[config.mk]
export PLATFORM = sky130hd
export DESIGN_NAME = kd_tree_query_scheduler
export DESIGN_NICKNAME = d
export VERILOG_FILES = /design/src/rtl/kd_tree_query_scheduler.sv
export SDC_FILE = /design/constraint.sdc
export NUM_CORES = 1
export LEC_CHECK = 0
export BUFFER_PORTS_ARGS = -buffer_cell sky130_fd_sc_hd__buf_2
export CORE_MARGIN = 5
export CORE_UTILIZATION = 34
export DETAILED_ROUTE_END_ITERATION = 8
export PLACE_DENSITY = 0.67
export SYNTH_ARGS = -nofsm -noshare
export SYNTH_HDL_FRONTEND = slang
export SYNTH_SLANG_ARGS = --single-unit
[constraint.sdc]
create_clock -name clk -period 3.7 [get_ports clk]
set_input_delay 0.37 -clock clk [delete_from_list [all_inputs] [get_ports clk]]
set_output_delay 0.37 -clock clk [all_outputs]
set_load 0.02 [all_outputs]
[src/rtl/kd_tree_query_scheduler.sv]
`default_nettype none
// ============================================================================
// Module      : kd_tree_query_scheduler
// Description : Loads the KD-tree internal nodes, then streams query patch
//               pairs into the fixed-latency tree under result-FIFO credits.
// Revision    : 1.0 - initial release
// ============================================================================
module kd_tree_query_scheduler #(
    parameter int INTERNAL_WIDTH = 22,
    parameter int PATCH_WIDTH    = 55,
    parameter int ADDRESS_WIDTH  = 8,
    parameter int NUM_NODES      = 63,
    parameter int TREE_LATENCY   = 6,
    parameter int RESULT_DEPTH   = 8,
    parameter int QCNT_WIDTH     = 16
) (
    input  logic                      clk,
    input  logic                      rst,
    input  logic                      start,
    input  logic [QCNT_WIDTH-1:0]     num_queries,
    input  logic                      wb_mode,
    output logic                      busy,
    output logic                      done,
    output logic                      error,
    input  logic                      node_valid,
    output logic                      node_ready,
    input  logic [INTERNAL_WIDTH-1:0] node_data,
    input  logic                      patch_valid,
    output logic                      patch_ready,
    input  logic                      patch_b_valid,
    input  logic [PATCH_WIDTH-1:0]    patch_a,
    input  logic [PATCH_WIDTH-1:0]    patch_b,
    output logic                      fsm_enable,
    output logic                      sender_enable,
    output logic [INTERNAL_WIDTH-1:0] sender_data,
    output logic                      patch_en,
    output logic                      patch_two_en,
    output logic [PATCH_WIDTH-1:0]    patch_in,
    output logic [PATCH_WIDTH-1:0]    patch_in_two,
    input  logic [ADDRESS_WIDTH-1:0]  leaf_index,
    input  logic [ADDRESS_WIDTH-1:0]  leaf_index_two,
    input  logic                      receiver_en,
    input  logic                      receiver_two_en,
    output logic                      result_valid,
    input  logic                      result_ready,
    output logic [ADDRESS_WIDTH-1:0]  result_index_a,
    output logic [ADDRESS_WIDTH-1:0]  result_index_b,
    output logic                      result_b_valid
);

    localparam int c_NODE_W = $clog2(NUM_NODES + 1);
    localparam int c_CNT_W  = $clog2(RESULT_DEPTH + 1);
    localparam int c_PTR_W  = $clog2(RESULT_DEPTH);
    localparam int c_ENT_W  = 2 * ADDRESS_WIDTH + 1;

    if (TREE_LATENCY < 1 || RESULT_DEPTH < 2 || (RESULT_DEPTH & (RESULT_DEPTH - 1)) != 0) begin : g_param_check
        $error("kd_tree_query_scheduler: illegal TREE_LATENCY or RESULT_DEPTH");
    end

    typedef enum logic [2:0] {
        S_IDLE  = 3'd0,
        S_LOAD  = 3'd1,
        S_QUERY = 3'd2,
        S_DRAIN = 3'd3,
        S_DONE  = 3'd4
    } state_t;

    state_t                r_state;
    state_t                w_state_nxt;
    logic [c_NODE_W-1:0]   r_node_cnt;
    logic [QCNT_WIDTH-1:0] r_num_q;
    logic [QCNT_WIDTH-1:0] r_issued;
    logic [c_CNT_W-1:0]    r_inflight;
    logic [c_CNT_W-1:0]    r_fifo_count;
    logic [c_PTR_W-1:0]    r_wr_ptr;
    logic [c_PTR_W-1:0]    r_rd_ptr;
    logic                  r_error;
    logic [c_ENT_W-1:0]    r_mem [RESULT_DEPTH];

    logic                  w_start;
    logic                  w_node_acc;
    logic                  w_patch_acc;
    logic                  w_push;
    logic                  w_pop;
    logic                  w_has_credit;
    logic [c_CNT_W:0]      w_used;
    logic [c_ENT_W-1:0]    w_head;

    assign w_start      = (r_state == S_IDLE) && start && !wb_mode;
    assign w_used       = {1'b0, r_fifo_count} + {1'b0, r_inflight};
    assign w_has_credit = w_used < (c_CNT_W + 1)'(RESULT_DEPTH);
    assign w_node_acc   = (r_state == S_LOAD) && !wb_mode && node_valid;
    assign w_patch_acc  = patch_ready && patch_valid;
    // A result that arrives with nothing in flight cannot be ours; drop it.
    assign w_push       = receiver_en && (r_inflight != '0);
    assign w_pop        = (r_fifo_count != '0) && result_ready;
    assign w_head       = r_mem[r_rd_ptr];

    always_comb begin
        w_state_nxt   = r_state;
        busy          = (r_state != S_IDLE);
        done          = 1'b0;
        fsm_enable    = 1'b0;
        node_ready    = 1'b0;
        sender_enable = 1'b0;
        sender_data   = '0;
        patch_ready   = 1'b0;
        patch_en      = 1'b0;
        patch_two_en  = 1'b0;
        patch_in      = '0;
        patch_in_two  = '0;
        case (r_state)
            S_IDLE: begin
                if (w_start) w_state_nxt = S_LOAD;
            end
            S_LOAD: begin
                fsm_enable    = 1'b1;
                node_ready    = !wb_mode;
                sender_enable = w_node_acc;
                sender_data   = node_data;
                if (w_node_acc && r_node_cnt == c_NODE_W'(NUM_NODES - 1))
                    w_state_nxt = (r_num_q == '0) ? S_DRAIN : S_QUERY;
            end
            S_QUERY: begin
                patch_ready  = !wb_mode && w_has_credit && (r_issued < r_num_q);
                patch_en     = patch_ready && patch_valid;
                patch_two_en = patch_ready && patch_valid && patch_b_valid;
                patch_in     = patch_a;
                patch_in_two = patch_b;
                if (patch_ready && patch_valid && r_issued == r_num_q - QCNT_WIDTH'(1))
                    w_state_nxt = S_DRAIN;
            end
            S_DRAIN: begin
                if (r_inflight == '0 && r_fifo_count == '0) w_state_nxt = S_DONE;
            end
            S_DONE: begin
                done        = 1'b1;
                w_state_nxt = S_IDLE;
            end
            default: w_state_nxt = S_IDLE;
        endcase
    end

    always_ff @(posedge clk or posedge rst) begin
        if (rst) begin
            r_state      <= S_IDLE;
            r_node_cnt   <= '0;
            r_num_q      <= '0;
            r_issued     <= '0;
            r_inflight   <= '0;
            r_fifo_count <= '0;
            r_wr_ptr     <= '0;
            r_rd_ptr     <= '0;
            r_error      <= 1'b0;
        end else begin
            r_state <= w_state_nxt;
            if (w_start) begin
                r_node_cnt <= '0;
                r_issued   <= '0;
                r_num_q    <= num_queries;
            end else begin
                if (w_node_acc)  r_node_cnt <= r_node_cnt + c_NODE_W'(1);
                if (w_patch_acc) r_issued   <= r_issued + QCNT_WIDTH'(1);
            end
            case ({w_patch_acc, w_push})
                2'b10:   r_inflight <= r_inflight + c_CNT_W'(1);
                2'b01:   r_inflight <= r_inflight - c_CNT_W'(1);
                default: r_inflight <= r_inflight;
            endcase
            if (receiver_en && r_inflight == '0) r_error <= 1'b1;
            if (w_push) r_wr_ptr <= r_wr_ptr + c_PTR_W'(1);
            if (w_pop)  r_rd_ptr <= r_rd_ptr + c_PTR_W'(1);
            case ({w_push, w_pop})
                2'b10:   r_fifo_count <= r_fifo_count + c_CNT_W'(1);
                2'b01:   r_fifo_count <= r_fifo_count - c_CNT_W'(1);
                default: r_fifo_count <= r_fifo_count;
            endcase
        end
    end

    always_ff @(posedge clk) begin
        if (w_push) r_mem[r_wr_ptr] <= {leaf_index, leaf_index_two, receiver_two_en};
    end

    // Credits make a write into a full FIFO impossible.
    always_ff @(posedge clk) begin
        if (!rst) assert (!(w_push && r_fifo_count == c_CNT_W'(RESULT_DEPTH)));
    end

    assign error          = r_error;
    assign result_valid   = (r_fifo_count != '0);
    assign result_index_a = result_valid ? w_head[c_ENT_W-1 -: ADDRESS_WIDTH] : '0;
    assign result_index_b = result_valid ? w_head[ADDRESS_WIDTH:1] : '0;
    assign result_b_valid = result_valid && w_head[0];

endmodule
`default_nettype wire

# Yosys cells after proc, flatten, opt, wreduce, memory -nomap -nowiden
# Memories as Yosys holds them, arrays and structs flattened.
# Index checks and enable logic that the tools add are counted.
# W data, S select, Z words.
classes:
  n_div: 0
  n_addsub: 10
  n_shift: 0
  n_mul: 0
  n_lt_le_gt_ge: 2
  reduce_logical: 29
  eq_ne: 14
  mux: 26
  bitwise: 0
ops:
  columns: ["operator", "n"]
  rows:
  - ["$mux W55", 2]
  - ["$mux W16", 2]
  - ["$mux W22", 1]
  - ["$add A16 B1 Y16 const B", 1]
  - ["$eq A16 B16 Y1", 1]
  - ["$logic_and A1 B1 Y1", 16]
  - ["$logic_not A16 Y1", 1]
  - ["$lt A16 B16 Y1", 1]
  - ["$mux W8", 2]
  - ["$pmux W4 S2", 2]
  - ["$sub A16 B1 Y16 const B", 1]
  - ["$mux W3", 4]
  - ["$mux W6", 2]
  - ["$pmux W3 S4", 1]
  - ["$mux W1", 10]
  - ["$add A4 B1 Y4 const B", 2]
  - ["$logic_not A4 Y1", 2]
  - ["$reduce_bool A2 Y1", 4]
  - ["$reduce_bool A4 Y1", 2]
  - ["$sub A4 B1 Y4 const B", 2]
  - ["$add A3 B1 Y3 const B", 2]
  - ["$add A6 B1 Y6 const B", 1]
  - ["$eq A3 B2 Y1 const B", 2]
  - ["$eq A6 B6 Y1 const B", 1]
  - ["12 further kinds", 16]
totals:
  rom_bits: 0
  inputBits: 174
  memories: 1
  wordCells: 91
  latch_bits: 0
  out_inout_bits: 159
  ram_bits: 136
  reg_bits: 56
mem_list:
  columns: ["memory", "words", "width", "read_ports", "rd_ports_with_merged_regs", "wr", "line_no", "text"]
  rows:
  - ["r_mem", 8, 17, 1, 0, 1, "78", "logic [c_ENT_W-1:0] r_mem [RESULT_DEPTH];"]

# Longest topological paths before layout
depth:
  depth_word: 8
  mapped_depth: 14
  depth_no_buf: 14

# Worst setup path after synthesis
# OpenSTA, ideal clock, no wires.
synth_timing:
  path_kind: "register -> register"
  startpoint: "reg r_num_q[9]"
  endpoint: "reg r_inflight[3]"
  n_path_buf: 0
  synth_period_minus_slack_ps: 2927
  stages_incl_launch_ff: 15
  arrival_time_ps: 2801
  slack_ps: 773
  t_required_ps: 3575
  setup_ps: 125
  path_cell_list: "dfrtp_1 inv_1 ha_1 a21oi_1 o21ai_0 nor3_1 a2111o_1 nand2_1 ha_1 ha_1 a21o_1 a21oi_1 xnor2_1 nor2_1 xor2_1"
synth_between:
  elab_chain_cells: 6
  word_cells_on_any_way: 8
  classes_between: "order compare: 1; eq/ne: 2; mux: 2; reduce/logical: 3"
synth_lines:
  columns: ["item", "line_no", "text"]
  rows:
  - ["from (decl)", "71", "logic [QCNT_WIDTH-1:0] r_num_q;"]
  - ["from (signal assigned)", "160", "r_num_q <= num_queries;"]
  - ["$lt A16 B16 Y1 *", "125", "patch_ready = !wb_mode && w_has_credit && (r_issued < r_num_q);"]
  - ["$logic_and A1 B1 Y1 *", "125", null]
  - ["$mux W1 *", "112", "case (r_state)"]
  - ["$logic_and A1 B1 Y1 *", "93", "assign w_patch_acc = patch_ready && patch_valid;"]
  - ["$eq A2 B1 Y1 / $eq A2 B2 Y1 (equally long branches)", "165", "case ({w_patch_acc, w_push})"]
  - ["$pmux W4 S2 / $reduce_bool A2 Y1 (equally long branches)", null, null]
  - ["to (signal assigned)", "166", "2'b10: r_inflight <= r_inflight + c_CNT_W'(1);"]
  - ["to (signal assigned)", "167", "2'b01: r_inflight <= r_inflight - c_CNT_W'(1);"]
  - ["to (signal assigned)", "168", "default: r_inflight <= r_inflight;"]
  - ["to (decl)", "73", "logic [c_CNT_W-1:0] r_inflight;"]
# Mark *: on every way between the ends. The rest lies on a longest branch, timed or not.
# A chain may end at the register's enable or synchronous reset.

# Worst setup path in the final report
layout_timing:
  startpoint: "reg r_inflight[3]"
  endpoint: "reg r_inflight[3]"
layout_between:
  elab_chain_cells: 8
  word_cells_on_any_way: 14
  classes_between: "add/sub: 3; order compare: 1; eq/ne: 2; mux: 2; reduce/logical: 6"
layout_lines:
  columns: ["item", "line_no", "text"]
  rows:
  - ["$add A4 B4 Y5", "90", "assign w_used = {1'b0, r_fifo_count} + {1'b0, r_inflight};"]
  - ["$lt A5 B4 Y1", "91", "assign w_has_credit = w_used < (c_CNT_W + 1)'(RESULT_DEPTH);"]
  - ["$logic_and A1 B1 Y1 (2 in series)", "125", null]
  - ["$mux W1", "112", null]
  - ["$logic_and A1 B1 Y1", "93", null]
  - ["$eq A2 B1 Y1 / $eq A2 B2 Y1 (equally long branches)", "165", null]
  - ["$pmux W4 S2 / $reduce_bool A2 Y1 (equally long branches)", null, null]
# Several ways; a longest one is shown, not always the timed one.

==> results.ini <==
[outcome]
outcome = complete, no violations

[layout]
fillers = 2583
syn_to_final_growth_pct = 29.4
antenna_cells = 0
layout-drive-gt1-share_pct = 38.5
mostFrequentLayoutCell = buf_2
final_nets = 1320
final_area_um2 = 12600
layout_common_cells = buf_2, edfxtp_1, and2_1, dfrtp_1, nor2_1

[logic_synthesis]
async_flop_share_pct = 29.2
yosysWarnings = 0
synth_area_per_cell_um2 = 12.4
ys_ff_latch = 192
synth-edff-count = 136
netlist_area_um2 = 9720
synth_cells = 781
synth.distinct_cells = 50
synth_ff_type = edfxtp_1
synth.yosys.seq_area_share_pct = 56.4
syn-num-nets = 988

[pwr]
power_density_nw_per_um2 = 763
leakage_nw = 5.59
max-vdd-ir-drop_mv = 0.403

[worst_setup_path]
critPathMaxFanout = 5
crit_path_end_kind = register
cp.required_ns = 4.02
cp.arrival_ns = 3.52
critical_path_class = reg -> reg
cp-start-kind = register
reg2regPathDepth = 13

[run]
cap_violations = 0

[drt]
drc = 0
via_per_inst = 4.91
ant_nets = 0
drt_pass1_iterations = 5
wirelength_um = 27500
num_vias = 7388
drt_iter0_drc = 434
wl_per_cell_um = 18.3

[timing]
hold_viol = 0
fmax_ghz = 0.313
maxSlewHeadroom_pct = 46.4
fin_crit_sh_pct = 86.5
rsz0062_at_grt = false
worst_pin_slew_ns = 0.802
fin_crit_ns = 3.20
fin_worst_skew_ns = 0.0216
fin_setup_tns_ns = 0
setup_violations = 0
maxSlewViolCount = 0

[placement]
dpl.hpwl_um = 20100
routabilityCongestion = 0.911
placed_cell_area_um2 = 11900
io_buffers = 332

[global_route]
grt_max_degree = 102
grt_pass1_vias = 7090
grt_overflow = 0
track_usage_pct = 16.7
antenna_found_initial = 3
grt_pass1_wl_um = 41000

[cts]
cts_buffers = 17
clock_latency_ns = 0.45
max-clock-path-buffers = 2
holdBufCountCts = 0
cts_max_level = 4
clock-sinks = 192
cts-root-buf = clkbuf_16
cts_tree = done
cts_setup_buffers = 0
ctsResizeCount = 0
path_clk_slew_ns = 0.09

[floorplanning]
die_width_um = 179
dieArea_um2 = 32100
num_rows = 61
die_h_um = 179
pin_count = 333
start_util_pct = 34.7
core_um2 = 28000

[min_path]
min_path_type = in -> async

==> Yosys cell counts (6+ instances only) <==
cell / number / area [um^2]
a21oi_1: 24 / 120
nor3_1: 9 / 45.0
xor2_1: 16 / 140
o31ai_1: 6 / 45.0
or3_1: 10 / 62.6
mux2i_1: 21 / 210
and2_1: 114 / 713
xnor2_1: 22 / 193
edfxtp_1: 136 / 4080
nand2_1: 40 / 150
inv_1: 35 / 131
mux4_2: 34 / 766
ha_1: 31 / 388
and3_1: 27 / 169
nor2_1: 50 / 188
or4_1: 7 / 52.6
nand3_1: 12 / 60.1
nand2b_1: 6 / 37.5
clkbuf_1: 33 / 124
dfrtp_1: 56 / 1400
nand4_1: 10 / 62.6
o21ai_0: 31 / 155
==> worst max-delay path, cell delays in order, from the launching register on <==
cell and delay (ns):
dfrtp_1 0.42, ha_1 0.30, nor4_1 0.25, o211ai_1 0.12
a21oi_1 0.39, and3_1 0.28, nand2_1 0.11, ha_1 0.24
ha_1 0.28, a21o_1 0.18, a21oi_1 0.17, xnor2_1 0.14
nor2_1 0.07, xor2_1 0.14
==> cell families after synthesis <==
group | count (synthesis) | share of synthesized area (%)
and+or+nand+nor | 303 | 17.4
DFF | 192 | 56.4
AOI/OAI and AO/OA | 82 | 5.02
buffers and inverters | 75 | 2.95
muxes | 58 | 10.4
xor gates and xnor gates | 38 | 3.42
adders and majority gates | 33 | 4.40
==> cell type report <==
type	count	area, um^2	share of cell area (%)
flip-flops and latches	192	5490	43.6
clock inverters	15	234	1.86
well taps	378	473	3.76
multi-input cells	514	3990	31.7
clock buffers	17	425	3.38
repair buffers	353	1830	14.6
inverters	35	131	1.04
==> layer usage <==
layer / track usage (%) / wire [um] / vias to the layer above
met1: 24.2 / 12600 / 3593
met3: 3.65 / 1860 / 33
met2: 26.1 / 12700 / 267
met4: 3.23 / 274 / 6
met5: 0 / 28 / -
li1: - / - / 3489
==> through the flow <==
stage                     instances  utilization [%]  power, mW  hold slack, ns  setup WS, ns
final                          1504             44.9       9.59          0.0222         0.501
after global routing           1504             44.9       10.2          0.0884         0.180
after CTS                      1504             44.9       9.70          0.0456         0.450
after detailed placement       1472             42.5       7.63           0.450         0.533
after global placement         1472             42.5       7.56           0.442         0.607
after floorplan                 781                -       6.13           0.457         0.773
==> final timing paths <==
path	slack [ns]	start	end
hold reg to reg	0.47	error	error
setup / recovery	0.50	r_inflight[3]	r_inflight[3]
setup reg to reg	0.50	r_inflight[3]	r_inflight[3]
max in group asynchronous	2.84	rst	r_issued[15]
min in group clk	0.12	num_queries[7]	r_num_q[7]
hold / removal	0.02	rst	r_fifo_count[2]
==> flip-flops by register name, summed over array words and instances (netlist names) <==
| signal | flops |
|---|---|
| error | 1 |
| r_fifo_count | 4 |
| r_inflight | 4 |
| r_issued | 16 |
| r_mem | 136 |
| r_node_cnt | 6 |
| r_num_q | 16 |
| r_rd_ptr | 3 |
| r_state | 3 |
| r_wr_ptr | 3 |
==> report_power, final <==
group	internal [mW]	switching, mW
Clock	0.981	1.05
Combinational	1.77	2.59
Sequential	2.76	0.439
Total	5.51	4.08
Power figures use the tool's default switching activity.
